$ cat src/rtl/imm_gen_unit.sv
// -----------------------------------------------------------------------------
// imm_gen_unit
//
// Decode-stage immediate generator. Each accepted 16-bit word is classified
// and turned into an operand immediate: a shift amount, the implicit
// constants 1 or 0, a short field, or a wide immediate made from the
// EXT_WORDS instruction words that follow a load-immediate opcode. A small
// FSM tracks those extension words and flags them so decode can squash them.
// The result is registered under stall/flush control.
//
// Optional build macro:
//   IMM_SIGN_EXT_EN  defined   -> SHORT immediates are sign-extended
//                    undefined -> SHORT immediates are zero-extended
//
// Ports:
//   clk          rising-edge clock
//   rst          asynchronous, active-high reset
//   instr_in     fetched instruction word
//   instr_valid  instr_in is valid this cycle
//   stall        decode stalled; every register holds
//   flush        squash; abandon any sequence (wins over stall and accept)
//   ext_word     combinational: this word is extension data, not an instruction
//   busy         registered: FSM is collecting extension words
//   imm_out      registered immediate, DATA_W = 16*EXT_WORDS bits
//   imm_valid    registered: imm_out belongs to the previously accepted instruction
//   imm_kind     registered: 0 SHORT, 1 SHAMT, 2 ONE, 3 ZERO, 4 WIDE
// -----------------------------------------------------------------------------
module imm_gen_unit #(
  parameter int EXT_WORDS = 1,  // legal 1..4
  parameter int SHORT_W   = 8,
  parameter int SHAMT_W   = 5
) (
  input  logic                      clk,
  input  logic                      rst,
  input  logic [15:0]               instr_in,
  input  logic                      instr_valid,
  input  logic                      stall,
  input  logic                      flush,
  output logic                      ext_word,
  output logic                      busy,
  output logic [16*EXT_WORDS-1:0]   imm_out,
  output logic                      imm_valid,
  output logic [2:0]                imm_kind
);

  localparam int DATA_W = 16 * EXT_WORDS;
  localparam logic [2:0] CNT_LOAD = 3'(EXT_WORDS);

  typedef enum logic {IDLE, COLLECT} state_t;

  typedef enum logic [2:0] {
    K_SHORT = 3'd0,
    K_SHAMT = 3'd1,
    K_ONE   = 3'd2,
    K_ZERO  = 3'd3,
    K_WIDE  = 3'd4
  } kind_t;

  state_t            state_q, state_d;
  logic [2:0]        cnt_q, cnt_d;
  logic [DATA_W-1:0] asm_q, asm_d, asm_next;
  logic [DATA_W-1:0] imm_q, imm_d;
  kind_t             kind_q, kind_d;
  logic              valid_q, valid_d;

  logic              accept;
  logic              cls_wide;
  kind_t             cls_kind;
  logic [DATA_W-1:0] cls_imm;
  logic [DATA_W-1:0] short_ext;
  logic [DATA_W-1:0] shamt_ext;

  assign accept = instr_valid & ~stall & ~flush;

`ifdef IMM_SIGN_EXT_EN
  assign short_ext = {{(DATA_W-SHORT_W){instr_in[SHORT_W-1]}}, instr_in[SHORT_W-1:0]};
`else
  assign short_ext = {{(DATA_W-SHORT_W){1'b0}}, instr_in[SHORT_W-1:0]};
`endif

  assign shamt_ext = {{(DATA_W-SHAMT_W){1'b0}}, instr_in[SHAMT_W-1:0]};

  // Earlier extension words move up by 16 bits, so after EXT_WORDS shifts the
  // first one sits in the most significant slot. For EXT_WORDS=1 the shift
  // simply discards the (cleared) previous content.
  assign asm_next = (asm_q << 16) | DATA_W'(instr_in);

  // Classification, highest priority first. Only meaningful in IDLE; in
  // COLLECT the word is data, even if it looks like a WIDE opcode.
  always_comb begin
    // NOTE: every combinational output gets a default first so no path
    // leaves it unassigned, which would infer a latch.
    cls_wide = 1'b0;
    cls_kind = K_SHORT;
    cls_imm  = short_ext;
    if (instr_in[15:11] == 5'b00111) begin
      cls_wide = 1'b1;
      cls_kind = K_WIDE;
      cls_imm  = '0;
    end else if (instr_in[15:11] == 5'b00101) begin
      cls_kind = K_ZERO;
      cls_imm  = '0;
    end else if (instr_in[15:11] == 5'b00010 || instr_in[15:11] == 5'b10000) begin
      cls_kind = K_ONE;
      cls_imm  = DATA_W'(1);
    end else if (instr_in[15:12] == 4'b1010) begin
      cls_kind = K_SHAMT;
      cls_imm  = shamt_ext;
    end
  end

  // Next-state and next-output logic.
  always_comb begin
    state_d = state_q;
    cnt_d   = cnt_q;
    asm_d   = asm_q;
    imm_d   = imm_q;
    kind_d  = kind_q;
    valid_d = valid_q;

    if (flush) begin
      // imm_out and imm_kind deliberately keep their last value.
      state_d = IDLE;
      cnt_d   = '0;
      valid_d = 1'b0;
    end else if (accept) begin
      case (state_q)
        IDLE: begin
          if (cls_wide) begin
            state_d = COLLECT;
            cnt_d   = CNT_LOAD;
            asm_d   = '0;
            valid_d = 1'b0;
          end else begin
            imm_d   = cls_imm;
            kind_d  = cls_kind;
            valid_d = 1'b1;
          end
        end
        COLLECT: begin
          asm_d   = asm_next;
          cnt_d   = cnt_q - 3'd1;
          valid_d = 1'b0;
          if (cnt_q == 3'd1) begin
            imm_d   = asm_next;
            kind_d  = K_WIDE;
            valid_d = 1'b1;
            state_d = IDLE;
          end
        end
        default: state_d = IDLE;
      endcase
    end else if (!stall) begin
      // Bubble: result is consumed, but an open sequence stays open.
      valid_d = 1'b0;
    end
  end

  always_ff @(posedge clk or posedge rst) begin
    if (rst) begin
      state_q <= IDLE;
      cnt_q   <= '0;
      asm_q   <= '0;
      imm_q   <= '0;
      kind_q  <= K_SHORT;
      valid_q <= 1'b0;
    end else begin
      // NOTE: state registers use non-blocking assignments so every flop
      // samples the pre-edge values regardless of statement order.
      state_q <= state_d;
      cnt_q   <= cnt_d;
      asm_q   <= asm_d;
      imm_q   <= imm_d;
      kind_q  <= kind_d;
      valid_q <= valid_d;
    end
  end

  // Extension words are flagged even during a flush cycle so decode never
  // mistakes them for instructions.
  assign ext_word  = (state_q == COLLECT) & instr_valid & ~stall;
  assign busy      = (state_q == COLLECT);
  assign imm_out   = imm_q;
  assign imm_valid = valid_q;
  assign imm_kind  = kind_q;

endmodule
$ cat config.mk
export PLATFORM = sky130hd
export DESIGN_NAME = imm_gen_unit
export DESIGN_NICKNAME = d
export VERILOG_FILES = /design/src/rtl/imm_gen_unit.sv
export SDC_FILE = /design/constraint.sdc
export NUM_CORES = 1
export LEC_CHECK = 0
export CAP_MARGIN = 30
export CORE_MARGIN = 2
export CORE_UTILIZATION = 28
export CTS_CLUSTER_DIAMETER = 40
export CTS_CLUSTER_SIZE = 40
export DETAILED_ROUTE_END_ITERATION = 10
export SLEW_MARGIN = 20
export SYNTH_ARGS = -nofsm -noshare
export SYNTH_HDL_FRONTEND = slang
export SYNTH_SLANG_ARGS = --single-unit
$ cat constraint.sdc
create_clock -name clk -period 3.5 [get_ports clk]
set_input_delay 0.525 -clock clk [delete_from_list [all_inputs] [get_ports clk]]
set_output_delay 0.525 -clock clk [all_outputs]
set_load 0.01 [all_outputs]
[Word level (Yosys, flattened, before mapping)]
Index checks and enable logic that the tools add are counted.
Operators by class
  $add $sub $neg: 1
  eq/ne operators: 10
  muxes and demuxes: 30
  bitwise operators: 7
  reductions and logical operators: 4
Operators by type and width (number)
  $mux 16: 3
  $pmux 16 s2: 1
  $mux 8: 3
  $mux 3: 6
  $pmux 3 s2: 2
  $mux 1: 11
  $eq 5x3->1 const B: 2
  $eq 5x2->1 const B: 1
  $eq 5x5->1 const B: 1
  $and 1x1->1: 4
  $eq 4x4->1 const B: 1
  $mux 2: 2
  $pmux 1 s2: 2
  $reduce_and 4->1: 1
  $eq 3x1->1 const B: 1
  $ne 3x1->1 const B: 1
  $ne 3x3->1 const B: 1
  $not 1->1: 3
  $sub 3x1->3 const B: 1
  $ne 2x1->1 const B: 1
  $ne 2x2->1 const B: 1
  $reduce_and 2->1: 1
  $reduce_bool 2->1: 1
  $logic_or 1x1->1: 1
Word-level totals
  flip-flop bits (word level): 24
  input port bits: 21
  output and inout bits: 22
  logic and storage cells: 57

[Longest topological paths before layout]
  word-level depth: 7
  gate-level depth with buffers: 7
  gate-level depth less buffers: 6

[Worst setup path after synthesis]
OpenSTA, ideal clock, no wires.
  path type: input port to flip-flop
  from: in instr_in[15]
  to: reg imm_q[0] (netlist: imm_out[0])
  library setup time: 0.079 ns
  data arrival time: 1.594 ns
  required time: 3.421 ns
  setup slack: 1.827 ns
  stages: 6
  buffers on the path: 2
  cell sequence: clkbuf_1 -> nor3b_2 -> nand3_1 -> o21bai_4 -> buf_6 -> mux2i_1
Between the ends
  word-level cells in the longest chain between the ends: 7
  elaborated cells on any way between the ends: 13
  those cells by class: eq/ne (5); mux (6); reduce/logical (2)
RTL lines
  from (decl): line 35  | input logic [15:0] instr_in,
  $eq 5x2->1 or $eq 5x5->1 (tied branches): line 103  | end else if (instr_in[15:11] == 5'b00010 || instr_in[15:11] == 5'b10000) begin
  $logic_or 1x1->1: line 103
  $mux 8: line 103
  $mux 8: line 100  | end else if (instr_in[15:11] == 5'b00101) begin
  $mux 16: line 96  | if (instr_in[15:11] == 5'b00111) begin
  $mux 16: line 129  | if (cls_wide) begin
  $pmux 16 s2: line 127  | case (state_q)
  to (signal assigned): line 173  | imm_q <= imm_d;
  to (decl): line 62  | logic [DATA_W-1:0] imm_q, imm_d;
Several ways; a longest one is shown, not always the timed one. The select of a mux whose other input is x is not followed.
A chain may end at the register's enable or synchronous reset.

[Worst setup path after layout]
  from: in instr_valid
  to: out ext_word
Between the ends
  word-level cells in the longest chain between the ends: 2
RTL lines
  from (decl): line 36  | input logic instr_valid,
  $and 1x1->1 (2 in series): line 181  | assign ext_word = (state_q == COLLECT) & instr_valid & ~stall;
  to (decl): line 39  | output logic ext_word,
No other way between the ends.

==> results.json <==
{
  "synth_top_area_share_pct": 52.3,
  "cts_hold_buf": 0,
  "dpl_cell_area_sq_mm": 0.00160,
  "final_common_cell": "clkdlybuf4s50_1",
  "ys_seq_elements": 24,
  "tns_ps": 0,
  "avgSynthCellArea_sq_um": 11.1,
  "syn_area_sq_mm": 0.00115,
  "yosysSeqAreaShare_pct": 52.3,
  "drv_cap": 0,
  "cp-end-kind": "primary output",
  "tightest_slew_ps": 600,
  "fmax_mhz": 389,
  "nNetsFinal": 168,
  "r2r_slack_ps": 1670,
  "drt_wl_total_mm": 2.83,
  "route.detailed.drc": 0,
  "status": "complete, no violations",
  "grtUsageTotal_pct": 13.4,
  "reg2reg_from": "cnt_q[1]",
  "instances_no_fill": 194,
  "ys_types": 33,
  "final_cell_mix": "clkdlybuf4s50_1, dfrtp_1, a22o_1, inv_1, a21oi_1",
  "fin_crit_sh_pct": 73.4,
  "setup_viol": 0,
  "skew_ps": 0.803,
  "place_inst": 189,
  "post-route-min-period_ps": 2570,
  "layout_setup_ws_ps": 931,
  "viasPerCell": 4.96,
  "yosysWarnings": 0,
  "first_global_vias": 958,
  "rows": 23,
  "rsz0062_at_grt": "no",
  "fp.dieArea_sq_mm": 0.00463,
  "ir_worst_vdd_mv": 0.151,
  "die_y_microns": 68.0,
  "cts_inserted_buffers": 3,
  "grt_pass1_wl_mm": 4.61,
  "ctsResizeCount": 0,
  "antenna_found_initial": 0,
  "critPathLaunch": "instr_valid",
  "n_antenna_cell": 0,
  "root_buffer": "clkbuf_8",
  "grt_max_degree": 25,
  "area_growth_syn_to_layout_pct": 48.0,
  "gp_congestion": 0.786,
  "hp-class": "primary input to async pin",
  "leakage_nw": 0.720,
  "grt.overflow.total": 0,
  "drive_gt1_share_pct": 6.94,
  "drtAntennaViolNets": 0,
  "cts_tree": "yes",
  "ctsHtreeMaxLevel": 1,
  "yosys.area.top_type": "dfrtp_1",
  "slew_viol_final": 0,
  "portBuffers": 42,
  "fin_area_sq_mm": 0.00170,
  "core_area_sq_mm": 0.00397,
  "drt_iter0_drc": 48,
  "worst-path-max-fanout": 4,
  "critPathKind": "primary input to primary output",
  "postCtsSetupBuffers": 0,
  "cts.sinks": 24,
  "path_clk_slew_ps": 80,
  "cp.arrival_ps": 2040,
  "wl_per_cell_microns": 14.6,
  "die_x_microns": 68.0,
  "power.density_mw_per_mm2": 444,
  "syn-num-nets": 126,
  "vias": 962,
  "io-pin-count": 43,
  "yosys-top-cells-area": "dfrtp_1, a22o_1, a21oi_1",
  "clk_path_buf_depth": 2,
  "hold_viol_final": 0,
  "pre_cts_ws_ps": 924,
  "r2r-end": "imm_out[15]",
  "maxSlewHeadroom_pct": 59.8,
  "syn_inst": 103,
  "start_util_pct": 28.9,
  "crit_required_ps": 2970,
  "critPathLaunchType": "primary input",
  "fin_util_pct": 42.8,
  "firstDrtPassIters": 4,
  "fillCellCount": 399,
  "reg2reg_depth": 6,
  "clk_latency_ps": 270,
  "hpwlAfterDp_mm": 2.14
}
[power breakdown]
part	switching, mW	internal, mW
Combinational	0.0696	0.110
Clock	0.0902	0.153
Sequential	0.0216	0.310
[routing by layer]
metal	vias up	share of wire, %	GRT usage (%)
li1	457	-	-
met1	479	43	16.8
met2	21	51	22.9
met3	5	3.6	2.47
met4	0	1.9	5.25
met5	-	0	0
[sequential cells by signal, summed over array words and instances, names as in the netlist]
name,cells
cnt_q,3
imm_kind,3
imm_out,16
busy,1
imm_valid,1
[metrics by stage]
step           power (mW)  hold WS, ps
2_1_floorplan       0.411          518
3_3_place_gp        0.512          490
3_5_place_dp        0.516          491
4_1_cts             0.762          516
5_1_grt             0.796          502
6_report            0.754          495
[cell usage after synthesis, drive strengths merged]
| cell | n |
|---|---|
| dfrtp | 24 |
| a22o | 15 |
| inv | 8 |
| a21oi | 6 |
| o21ai | 5 |
| clkbuf | 4 |
| nand2 | 4 |
| nor2 | 4 |
| nor3b | 4 |
| a32o | 2 |
| buf | 2 |
| ha | 2 |
| nand2b | 2 |
| nand3 | 2 |
| nor2b | 2 |
| nor3 | 2 |
| o21bai | 2 |
| or3 | 2 |
| a211o | 1 |
| a221oi | 1 |
| a31o | 1 |
| a31oi | 1 |
| mux2i | 1 |
| nand3b | 1 |
| nor4 | 1 |
| o211a | 1 |
| o32ai | 1 |
| or2 | 1 |
| xnor2 | 1 |
[worst max-delay path: stages]
cell and delay (ps):
clkdlybuf4s50_1 510, nor2b_1 300, nand2_1 120, inv_1 70, clkdlybuf4s50_1 520
[logic make-up (layout without fill, tap and decap cells)]
| family | after synthesis | count (layout) | share of synthesized area [%] |
|---|---|---|---|
| buffers and inverters | 14 | 55 | 5.34 |
| DFF | 24 | 24 | 52.3 |
| adders and majority gates | 2 | 2 | 2.18 |
| and+or+nand+nor | 25 | 25 | 13.7 |
| xor gates and xnor gates | 1 | 1 | 0.763 |
| AOI/OAI and AO/OA | 36 | 36 | 24.8 |
| muxes | 1 | 1 | 0.872 |
[final cells by class]
cell class / count / area, sq um / area share, %
clock buffer: 3 / 41.3 / 2.43
clock inverter: 1 / 30.0 / 1.77
inverter: 8 / 30.0 / 1.77
multi-input combinational: 65 / 485 / 28.6
sequential: 24 / 601 / 35.4
tap: 50 / 62.6 / 3.68
timing repair buffer: 43 / 448 / 26.4
[how the worst max path moves through the flow]
stage	to	slack [ps]
global route	ext_word	810
finish	ext_word	930
CTS	ext_word	920
floorplan	imm_out[0]	1830
detailed placement	ext_word	920
global placement	ext_word	980
Note: power is estimated with default switching activity, not from simulation.
==> RTL change (same settings) <==
`SHAMT_W`: 5 -> 10.
--- a/src/rtl/imm_gen_unit.sv
+++ b/src/rtl/imm_gen_unit.sv
@@ -29,5 +29,5 @@
   parameter int EXT_WORDS = 1,  // legal 1..4
   parameter int SHORT_W   = 8,
-  parameter int SHAMT_W   = 5
+  parameter int SHAMT_W   = 10
 ) (
   input  logic                      clk,
Behaviour: not the same (Yosys sat finds a counterexample within 4 cycles, from zero or initial values and one cycle with rst high).
==> RTL change against the unedited design <==
- worst setup slack improved by 0.025 ns
- total power fell by 4.9%
- register-to-register slack got worse by 0.06 ns
- synthesized area rose by 2.5%
- cell area rose by 2.1%
- sequential cell count did not move
- combinational power fell by 14%
- final cell count rose by 8.8%
- wire length rose by 8.7%
- via count rose by 10%
- sequential power fell by 4%
- global-route usage barely moved
- largest cell class unchanged
- count of clock-buffer cells in the layout did not move
- highest routed layer unchanged
- critical path type unchanged
==> RTL change: results (changes against the unedited design) <==
metric;value;unit;change
status;finished, final reports clean;;
holdWs;0.481;ns;-0.0140 ns
vdd_drop_max;0.000152;V;+0.58%
nNetsFinal;185;;+10%
skew;0.00350;ns;+0.00269 ns
swShare;0.242;;+0.00132
met2_usage;0.238;;+0.00861
grt_use_met1;0.163;;-0.00410
multi_input_area;505;um2;+4.1%
synth_nets;143;;+13%
reg2reg_to;imm_out[13]$_DFFE_PP0P_;;
seq_area_frac_synth;0.511;;-0.0128
num_vias;1062;;+10%
power_density;414;mW/mm2;-6.8%
seq_power;318;uW;-4%
arrival;2.02;ns;-0.02 ns
drive_above_1_share;0.0621;;-0.00733
synth_adder_area_share;0.0213;;-0.000534
avgViaCountPerCell;5.03;;+1.5%
synth-xor-area-share;0.00745;;-0.000187
regToRegSetupSlack;1.61;ns;-0.06 ns
met1_length;1.34;mm;+9.6%
grt_pass1_wl;4.71;mm;+2.1%
pre_cts_ws;0.859;ns;-0.0648 ns
wl_met3;191;um;+85%
routed_wl;3.07;mm;+8.7%
max_slew.worst_pin.slew;0.770;ns;+0.169 ns
path_max_fanout;5;;+1
r2r_cells;7;;+1
cts_setup_buffers;0;;unchanged
gp_congestion;0.818;;+4.0%
synth_compound_area_frac;0.236;;-0.0114
synth_area_per_cell;9.80;um2;-12%
grt_pass1_vias;1041;;+8.7%
nFillCells;404;;+1.3%
p_leak;0.750;nW;+4.1%
synthTopCellsByCount;24 x dfrtp_1, 22 x o21ai_0, 11 x nand2_1, 8 x inv_1, 7 x a22o_1;;
dp.cells;206;;+9.0%
dr_wl_met2;1.48;mm;+2.1%
yosys-top-cells-area;dfrtp_1 51%, o21ai_0 9.4%, a22o_1 5.2%;;
firstDrtPassIters;4;;unchanged
synth_mux_area_frac;0.0181;;+0.00936
place_hpwl;2.30;mm;+7.7%
use_met3;0.0179;;-0.00681
h-tree-depth;1;;unchanged
dpl_cell_area;0.00163;mm2;+2.2%
hold_buffers;0;;unchanged
dr.first_iter.drc_count;96;;+100%
grtUsageTotal;0.135;;+0.000398
## RTL change: kinds of logic (layout without fill, tap and decap cells)
| family | count (synthesis) | count (layout) |
|---|---|---|
| fa+ha+maj | 2 | 2 |
| buf+inv | 16 | 57 |
| compound gates | 43 | 43 |
| simple gates | 32 | 32 |
| mux | 2 | 2 |
| flops | 24 | 24 |
| xor+xnor | 1 | 1 |
## RTL change: worst max-delay path by stage
stage | slack (ns) | depth (start not counted) | endpoint
floorplan | 1.61 | 6 | imm_out[0]$_DFFE_PP0P_
global placement | 0.93 | 5 | imm_out[0]$_DFFE_PP0P_
detailed placement | 0.86 | 6 | imm_out[4]$_DFFE_PP0P_
CTS | 0.96 | 5 | ext_word
global route | 0.88 | 5 | ext_word
finish | 0.96 | 5 | ext_word
## RTL change: final cells by class
cell class,count,share of cell area
Clock buffer,3,0.0238
Inverter,8,0.0173
Timing Repair Buffer,45,0.267
Tap cell,50,0.0361
Clock inverter,1,0.0173
Multi-Input combinational cell,80,0.292
Sequential cell,24,0.347
